## config.mk

```make
export PLATFORM = sky130hd
export DESIGN_NAME = asrm_fetch_regs
export DESIGN_NICKNAME = d
export VERILOG_FILES = /design/src/rtl/asrm_fetch_regs_pkg.sv /design/src/rtl/asrm_regfile.sv /design/src/rtl/asrm_fetch_regs.sv
export SDC_FILE = /design/constraint.sdc
export NUM_CORES = 1
export LEC_CHECK = 0
export BUFFER_PORTS_ARGS = -buffer_cell sky130_fd_sc_hd__buf_2
export CAP_MARGIN = 0
export CORE_MARGIN = 10
export CORE_UTILIZATION = 52
export DETAILED_ROUTE_END_ITERATION = 10
export HOLD_SLACK_MARGIN = 0.05
export MAX_ROUTING_LAYER = met4
export PLACE_DENSITY = 0.71
export REMOVE_ABC_BUFFERS = 1
export SYNTH_ARGS = -nofsm -noshare
export SYNTH_HDL_FRONTEND = slang
export SYNTH_HIERARCHICAL = 1
export SYNTH_SLANG_ARGS = --single-unit
```

## constraint.sdc

```tcl
create_clock -name clk -period 2.9 [get_ports clk]
set_clock_uncertainty 0.1 [all_clocks]
set_input_delay 0.29 -clock clk [delete_from_list [all_inputs] [get_ports clk]]
set_output_delay 0.29 -clock clk [all_outputs]
set_load 0.02 [all_outputs]
```

## src/rtl/asrm_fetch_regs_pkg.sv

```systemverilog
// asrm_fetch_regs_pkg
//   Shared register map, instruction and state encodings for the ASRM
//   fetch/register front end.
package asrm_fetch_regs_pkg;

   // Fixed register indices
   localparam logic [3:0] WR_ID = 4'd0;   // working register
   localparam logic [3:0] SR_ID = 4'd1;   // status register
   localparam logic [3:0] PC_ID = 4'd2;   // program counter

   // Instruction that stops the core after it executes
   localparam logic [7:0] INST_SLP = 8'hFF;

   typedef enum logic [1:0] {
      ST_FETCH = 2'd0,
      ST_EXEC  = 2'd1,
      ST_HALT  = 2'd2
   } state_t;

endpackage

```

## src/rtl/asrm_regfile.sv

```systemverilog
// asrm_regfile
//   16 x WORDSIZE register file for the ASRM core.
//   Ports:
//     clk, reset    : clock, asynchronous active-low reset
//     wr_en         : write wr_data into R[wr_idx]
//     wr_idx        : write index
//     wr_data       : write data
//     pc_inc        : increment PC by one (wraps modulo 2^WORDSIZE)
//     rd_idx        : indexed read address
//     rd_data       : asynchronous read of R[rd_idx]
//     wr, sr, pc    : fixed reads of R0, R1, R2
module asrm_regfile
   import asrm_fetch_regs_pkg::*;
#(
   parameter int                  WORDSIZE = 16,
   parameter logic [WORDSIZE-1:0] PC_RESET = '0
) (
   input  logic                clk,
   input  logic                reset,
   input  logic                wr_en,
   input  logic [3:0]          wr_idx,
   input  logic [WORDSIZE-1:0] wr_data,
   input  logic                pc_inc,
   input  logic [3:0]          rd_idx,
   output logic [WORDSIZE-1:0] rd_data,
   output logic [WORDSIZE-1:0] wr,
   output logic [WORDSIZE-1:0] sr,
   output logic [WORDSIZE-1:0] pc
);

   logic [15:0][WORDSIZE-1:0] regs;

   // The caller never raises pc_inc in the same cycle as a write to PC,
   // so the two PC updates below never collide.
   always_ff @(posedge clk or negedge reset) begin
      if (!reset) begin
         regs        <= '0;
         regs[PC_ID] <= PC_RESET;
      end else begin
         if (wr_en)  regs[wr_idx] <= wr_data;
         if (pc_inc) regs[PC_ID]  <= regs[PC_ID] + WORDSIZE'(1);
      end
   end

   assign rd_data = regs[rd_idx];
   assign wr      = regs[WR_ID];
   assign sr      = regs[SR_ID];
   assign pc      = regs[PC_ID];

endmodule

```

## src/rtl/asrm_fetch_regs.sv

```systemverilog
// asrm_fetch_regs
//   Fetch/execute sequencer and register file wrapped around the
//   combinational ASRM ALU. Two phases: FETCH one byte over a req/ready
//   handshake, then EXEC for one cycle committing the ALU result.
//   Ports:
//     clk, reset         : clock, asynchronous active-low reset
//     mem_req/mem_addr   : fetch request, address (= PC)
//     mem_ready/mem_data : fetched byte valid / data
//     instruction        : latched instruction to the ALU
//     working_register   : R0 to the ALU
//     other_register     : R[instruction[3:0]] to the ALU
//     status_register    : R1 to the ALU
//     alu_out/alu_out_reg: ALU result and destination index
//     halted             : core stopped by slp
module asrm_fetch_regs
   import asrm_fetch_regs_pkg::*;
#(
   parameter int                  wordsize = 16,
   parameter logic [wordsize-1:0] pc_reset = '0
) (
   input  logic                clk,
   input  logic                reset,
   output logic                mem_req,
   output logic [wordsize-1:0] mem_addr,
   input  logic                mem_ready,
   input  logic [7:0]          mem_data,
   output logic [7:0]          instruction,
   output logic [wordsize-1:0] working_register,
   output logic [wordsize-1:0] other_register,
   output logic [wordsize-1:0] status_register,
   input  logic [wordsize-1:0] alu_out,
   input  logic [3:0]          alu_out_reg,
   output logic                halted
);

   state_t state, state_nxt;
   logic   exec;
   logic   pc_inc;

   always_ff @(posedge clk or negedge reset) begin
      if (!reset) state <= ST_FETCH;
      else        state <= state_nxt;
   end

   always_comb begin
      state_nxt = state;
      case (state)
         ST_FETCH: if (mem_ready) state_nxt = ST_EXEC;
         ST_EXEC:  state_nxt = (instruction == INST_SLP) ? ST_HALT : ST_FETCH;
         ST_HALT:  state_nxt = ST_HALT;
         default:  state_nxt = ST_FETCH;
      endcase
   end

   always_ff @(posedge clk or negedge reset) begin
      if (!reset)                                instruction <= 8'h00;
      else if (state == ST_FETCH && mem_ready)   instruction <= mem_data;
   end

   // State already sits in FETCH during reset; gating with reset keeps the
   // request low until release.
   assign mem_req = (state == ST_FETCH) && reset;
   assign halted  = (state == ST_HALT);
   assign exec    = (state == ST_EXEC);

   // A write aimed at PC is a jump: load instead of increment.
   assign pc_inc  = exec && (alu_out_reg != PC_ID);

   asrm_regfile #(
      .WORDSIZE (wordsize),
      .PC_RESET (pc_reset)
   ) u_rf (
      .clk     (clk),
      .reset   (reset),
      .wr_en   (exec),
      .wr_idx  (alu_out_reg),
      .wr_data (alu_out),
      .pc_inc  (pc_inc),
      .rd_idx  (instruction[3:0]),
      .rd_data (other_register),
      .wr      (working_register),
      .sr      (status_register),
      .pc      (mem_addr)
   );

endmodule

```

==> results of run 1 <==
==> per-stage QoR <==
stage | cells | power, uW | hold WS, ns | TNS (ns) | area (um^2)
global route | 1268 | 12400 | 0.126 | 0 | 14400
global placement | 1202 | 8270 | 0.0685 | 0 | 13300
floorplan | 739 | 7220 | -0.106 | -20.07 | 12000
finish | 1268 | 11900 | 0.0976 | 0 | 14400
CTS | 1268 | 12000 | 0.0829 | 0 | 14400
detailed placement | 1202 | 8360 | 0.0718 | 0 | 13300
==> routing by layer <==
metal / up-vias / routed length (um) / track usage, %
met3: 57 / 1700 / 3.59
li1: 3257 / - / -
met2: 230 / 14900 / 32.3
met4: 0 / 840 / 5.72
met5: - / 0 / -
met1: 4091 / 13800 / 27.9
==> layout make-up <==
class | count | area share (%)
sequential | 266 | 46.3
clock buffer | 42 | 5.95
multi-input combinational | 471 | 37.0
clock inverter | 10 | 0.566
tap | 324 | 2.82
timing repair buffer | 153 | 7.22
inverter | 2 | 0.0522
==> worst paths after layout <==
check	start	end	cells past startpoint	slack [ns]
max	instruction[0]$_DFFE_PN0P_	other_register[1]	5	0.12
min	alu_out[10]	u_rf/pc[10]$_DFFE_PN0P_	3	0.1
max reg2reg	state[1]$_DFFE_PN0P_	u_rf/pc[10]$_DFFE_PN0P_	6	0.47
min reg2reg	u_rf/regs[107]$_DFFE_PN0P_	u_rf/regs[107]$_DFFE_PN0P_	1	0.40
max in group asynchronous	reset	u_rf/regs[83]$_DFFE_PN0P_	3	1.72
min in group asynchronous	reset	u_rf/regs[157]$_DFFE_PN0P_	2	0.11
==> registers in the layout (all words and copies together) (netlist names) <==
name,cells
u_rf/regs,208
u_rf/wr,16
u_rf/pc,16
state,2
instruction,8
u_rf/sr,16
==> power breakdown <==
part | total (uW) | internal (uW) | leakage [uW] | switching [uW]
clock | 3570 | 2120 | 0.000467 | 1450
sequential | 5240 | 4590 | 0.00333 | 644
combinational | 3070 | 1620 | 0.00272 | 1450
total | 11900 | 8330 | 0.00652 | 3550
==> kinds of logic after synthesis <==
family | share of synthesized area (%)
AOI/OAI and AO/OA | 2.78
xor gates and xnor gates | 0.553
adders and majority gates | 0.0987
buffers and inverters | 5.42
DFF | 52.5
muxes | 35.1
and+or+nand+nor | 3.47
==> tightest hold or removal path: stages <==
cell and delay [ns]:
buf_2 0.21, nand2_1 0.11, nand3_1 0.07
==> timing repair <==
action                                 4_1_cts  5_1_grt
buffers inserted                             3        0
endpoints found under the hold margin      276        0
hold buffers                                11        0
setup endpoints to repair                   11        0
==> Yosys cell counts (7+ instances only) <==
cell type	instances	area, um^2
buf_2	20	100
a22oi_1	32	240
mux2i_1	18	180
clkbuf_1	35	131
nor2_1	12	45.0
buf_4	48	360
nand2_1	28	105
nand4_1	7	43.8
mux2_2	238	2680
xnor2_1	8	70.1
mux2_4	10	150
mux4_2	64	1440
dfrtp_1	266	6660
==> placed cells by master (no fill, tap or decap), types with 2 or more instances in the layout <==
cell type and count:
a21oi_1 2, a22oi_1 32, a2bb2oi_1 2, and4_1 2
buf_12 9, buf_2 103, buf_4 29, clkbuf_1 5
clkbuf_16 29, clkbuf_8 8, clkinv_2 7, dfrtp_1 264
dlygate4sd3_1 11, mux2_2 238, mux2_4 10, mux2i_1 18
mux4_2 64, nand2_1 28, nand2b_1 2, nand3_1 6
nand3b_1 2, nand4_1 7, nor2_1 12, nor2b_1 3
nor4_1 5, o21ai_0 6, o221ai_1 2, or2_2 3
or3_1 6, xnor2_1 8
==> run_results.csv, run 1 <==
group,metric,value,unit
global_routing,antenna_found_initial,0,
logic_synthesis,ys_seq_elements,266,
routing,first_iter_violations,555,
floorplan,die-area,31000,um^2
sta,fmax,360,MHz
final_layout,utilization,59.5,%
critical_path,crit_slowest_cell,"dfrtp_4",
cts,cts.repair.resized,0,
status,status,"complete, no violations",
floorplan,std_cell_rows,57,
logic_synthesis,synthArstFlopShare,100,%
logic_synthesis,ys.flop_type,"dfrtp_1",
final_layout,multi_input_area,5330,um^2
logic_synthesis,synth_cells,851,
critical_path,setup.worst_path.start_class,"flop",
floorplan,die_w,176,um
critical_path,cp_slowest_stage_delay,0.51,ns
sta,slew_violations,0,
global_routing,grt_pass1_wl,49100,um
sta,finalHoldViolations,0,
final_layout,drive_gt1_share,54.1,%
floorplan,ioPinCount,105,
pwr,p_per_area,826,nW/um^2
final_layout,n_fill_cell,1882,
final_layout,syn2layout_area_growth,13.5,%
logic_synthesis,synth.distinct_cells,43,
flow_run,cap_violations,0,
floorplan,die_h,176,um
sta,period_share,95.8,%
critical_path,path_delay_family,"flip-flops",
logic_synthesis,synth.cell_area,12700,um^2
cts,root_buffer,"clkbuf_16",
sta,relSlewSlack,56.9,%
cts,cts-htree-levels,1,
pwr,ir_worst_vdd,0.476,mV
cts,clock_sinks,266,
global_routing,grt_max_degree,107,
global_routing,grt_pass1_vias,8204,
routing,via_per_inst,6.02,
cts,cts_made_buffers,28,
sta,rsz0062_at_grt,"no",
pwr,p_leak,0.00652,uW
critical_path,crit_fanout,13,
critical_path,path_class,"reg -> out",
global_routing,grt_usage,20.8,%
critical_path,path_buf_inv,2,
routing,ant_nets,0,
final_layout,seq_area,6660,um^2
placed_design,portBuffers,104,
logic_synthesis,synth_edf_count,0,
sta,fin_crit,2.78,ns
routing,avgRoutedWirePerCell,24.7,um
placed_design,routabilityCongestion,0.820,
global_routing,grt_overflow,0,
critical_path,cp.arrival,2.39,ns
logic_synthesis,synth-seq-area-share,52.5,%
sta,setup_slack,0.122,ns
logic_synthesis,synth_area_per_cell,14.9,um^2
final_layout,diodes,0,
routing,wirelength,31300,um
sta,worst_pin_slew,0.641,ns
routing,drt_first_pass_iters,5,
cts,clkTransAtPathRegs,0.06,ns
critical_path,required,2.51,ns
floorplan,core_area,24200,um^2
sta,setup_viol,0,
placed_design,pre_cts_ws,0.498,ns
routing,vias,7635,
cts,clk_latency,0.53,ns
floorplan,initial_core_util,52.4,%
routing,drc,0,
worst_hold_path,min_path_type,"in -> reg",
placed_design,hpwl,19800,um
final_layout,final_nets,954,
cts,ctsLongestPathBuffers,3,
cts,cts_tree,"done",
critical_path,crit_path_end_kind,"output pin",
critical_path,crit_chain,"buf_12 > mux4_2 > a22oi_1 > nand2_1 > buf_2",
logic_synthesis,ys.warnings.count,6,
(Power assumes the default switching activity.)
==> inputs of run 2 (changes only) <==
==> constraint.sdc (replaced) <==
create_clock -name clk -period 2.74 [get_ports clk]
set_clock_uncertainty 0.1 [all_clocks]
set_input_delay 0.274 -clock clk [delete_from_list [all_inputs] [get_ports clk]]
set_output_delay 0.274 -clock clk [all_outputs]
set_load 0.02 [all_outputs]
==> run_results.csv, run 2 (synthesis results as in run 1) <==
group,metric,value,unit
status,status,"complete, no violations",
global_routing,use_met2,32.5,%
critical_path,setup.worst_path.start_class,"flop",
global_routing,antenna_found_initial,3,
routing,ant_nets,0,
global_routing,met1_usage,27.8,%
sta,finalHoldViolations,0,
global_routing,grt_pass1_wl,49500,um
global_routing,globalRouteMet3Util,4.27,%
floorplan,ioPinCount,105,
routing,drt_first_pass_iters,5,
floorplan,std_cell_rows,57,
critical_path,crit_slowest_cell,"dfrtp_4",
final_layout,stdcell_count,1288,
cts,ctsLongestPathBuffers,3,
cts,root_buffer,"clkbuf_16",
cts,clk_latency,0.54,ns
routing,drc,0,
floorplan,initial_core_util,52.4,%
final_layout,final_nets,972,
flow_run,cap_violations,0,
placed_design,placed_area,13300,um^2
final_layout,drive_gt1_share,56.8,%
global_routing,gr-max-usage-layer,"met2",
final_layout,final_design_area_no_fill,14700,um^2
routing,wirelength,31900,um
sta,period_share,99.1,%
cts,cts_made_buffers,29,
critical_path,crit_fanout,7,
sta,fin_crit,2.71,ns
placed_design,routabilityCongestion,0.842,
floorplan,die-area,31000,um^2
cts,clkTransAtPathRegs,0.06,ns
global_routing,grt_max_degree,116,
final_layout,largest_reg_flops,208,
routing,via_per_inst,6.01,
global_routing,grt_pass1_vias,8282,
placed_design,dp.cells,1206,
final_layout,n_fill_cell,1845,
final_layout,final_common_cell,"dfrtp_1",
floorplan,core_area,24200,um^2
pwr,p_leak,0.00664,uW
placed_design,portBuffers,104,
routing,vias,7736,
cts,cts-htree-levels,1,
global_routing,grt_usage,21.0,%
sta,slew_violations,0,
critical_path,required,2.37,ns
cts,cts_tree,"done",
critical_path,cp_slowest_stage_delay,0.51,ns
sta,worst_pin_slew,0.654,ns
final_layout,layout_common_cells,"dfrtp_1, mux2_2, buf_2, mux4_2, buf_4",
floorplan,die_h,176,um
pwr,p_per_area,871,nW/um^2
routing,avgRoutedWirePerCell,24.8,um
cts,clock_sinks,266,
final_layout,seq_area,6660,um^2
worst_hold_path,min_path_type,"in -> reg",
routing,first_iter_violations,617,
sta,fmax,368,MHz
critical_path,crit_path_end_kind,"output pin",
global_routing,grt_overflow,0,
final_layout,syn2layout_area_growth,16.0,%
pwr,ir_worst_vdd,0.588,mV
sta,setup_viol,0,
placed_design,hpwl,20200,um
critical_path,path_class,"reg -> out",
sta,relSlewSlack,56.4,%
final_layout,largest-register,"u_rf/regs",
final_layout,multi_input_area,5420,um^2
sta,rsz0062_at_grt,"yes",
critical_path,cp.arrival,2.34,ns
critical_path,crit_chain,"buf_4 > buf_12 > mux4_2 > a22oi_1 > nand2_1 > buf_2",
floorplan,die_w,176,um
[run 2: critical path, delay by kind of cell (launching register included)]
kind / cells / cell delay, ns
AOI/OAI and AO/OA: 1 / 0.22
and+or+nand+nor: 1 / 0.11
DFF: 1 / 0.51
buffers and inverters: 3 / 0.47
muxes: 1 / 0.49
[run 2: worst paths after layout]
kind	endpoint	startpoint	slack [ns]	cells past startpoint
worst max-delay path	other_register[0]	instruction[0]$_DFFE_PN0P_	0.03	6
worst min-delay path	u_rf/pc[5]$_DFFE_PN0P_	alu_out[5]	0.1	3
worst max register to register	u_rf/wr[13]$_DFFE_PN0P_	state[1]$_DFFE_PN0P_	0.38	5
worst min register to register	u_rf/regs[204]$_DFFE_PN0P_	u_rf/regs[204]$_DFFE_PN0P_	0.40	1
max in group asynchronous	instruction[0]$_DFFE_PN0P_	reset	1.38	3
min in group asynchronous	u_rf/sr[11]$_DFFE_PN0P_	reset	0.13	2
[run 2: final cells by class]
class	count	share of cell area, %
clock inverters	11	0.758
flip-flops and latches	266	45.3
well taps	324	2.76
inverters	2	0.0511
repair buffers	170	8.56
diodes	3	0.0511
clock buffers	41	5.59
multi-input cells	471	36.9
[run 2: stage by stage]
step / hold WS, ns / TNS, ns / total power (uW) / util [%] / setup WS (ns)
finish: 0.0957 / 0 / 12800 / 60.8 / 0.0260
global route: 0.0931 / -0.139 / 13400 / 60.8 / -0.0506
CTS: 0.0795 / -0.0226 / 12800 / 60.0 / -0.0108
detailed placement: 0.0935 / 0 / 8820 / 55.0 / 0.381
global placement: 0.0901 / 0 / 8720 / 55.0 / 0.386
floorplan: -0.122 / -22.84 / 7640 / - / -1.34
[run 2: power by group]
part,internal [uW],switching (uW)
clock,2260,1540
combinational,1830,1610
sequential,4860,688
[run 2: repair_timing]
action / CTS / global route
gates resized for setup: 16 / 17
endpoints found under the hold margin: 116 / 0
gates cloned: 1 / 3
hold buffers: 11 / 0
setup buffers: 6 / 7
pin swaps: 1 / 7
endpoints found under the setup margin: 16 / 16
[run 2: routing by layer]
metal / vias up / share of wire (%)
met5: - / 0
met2: 243 / 47
met4: 0 / 2.7
li1: 3295 / -
met1: 4142 / 44
met3: 56 / 5.8
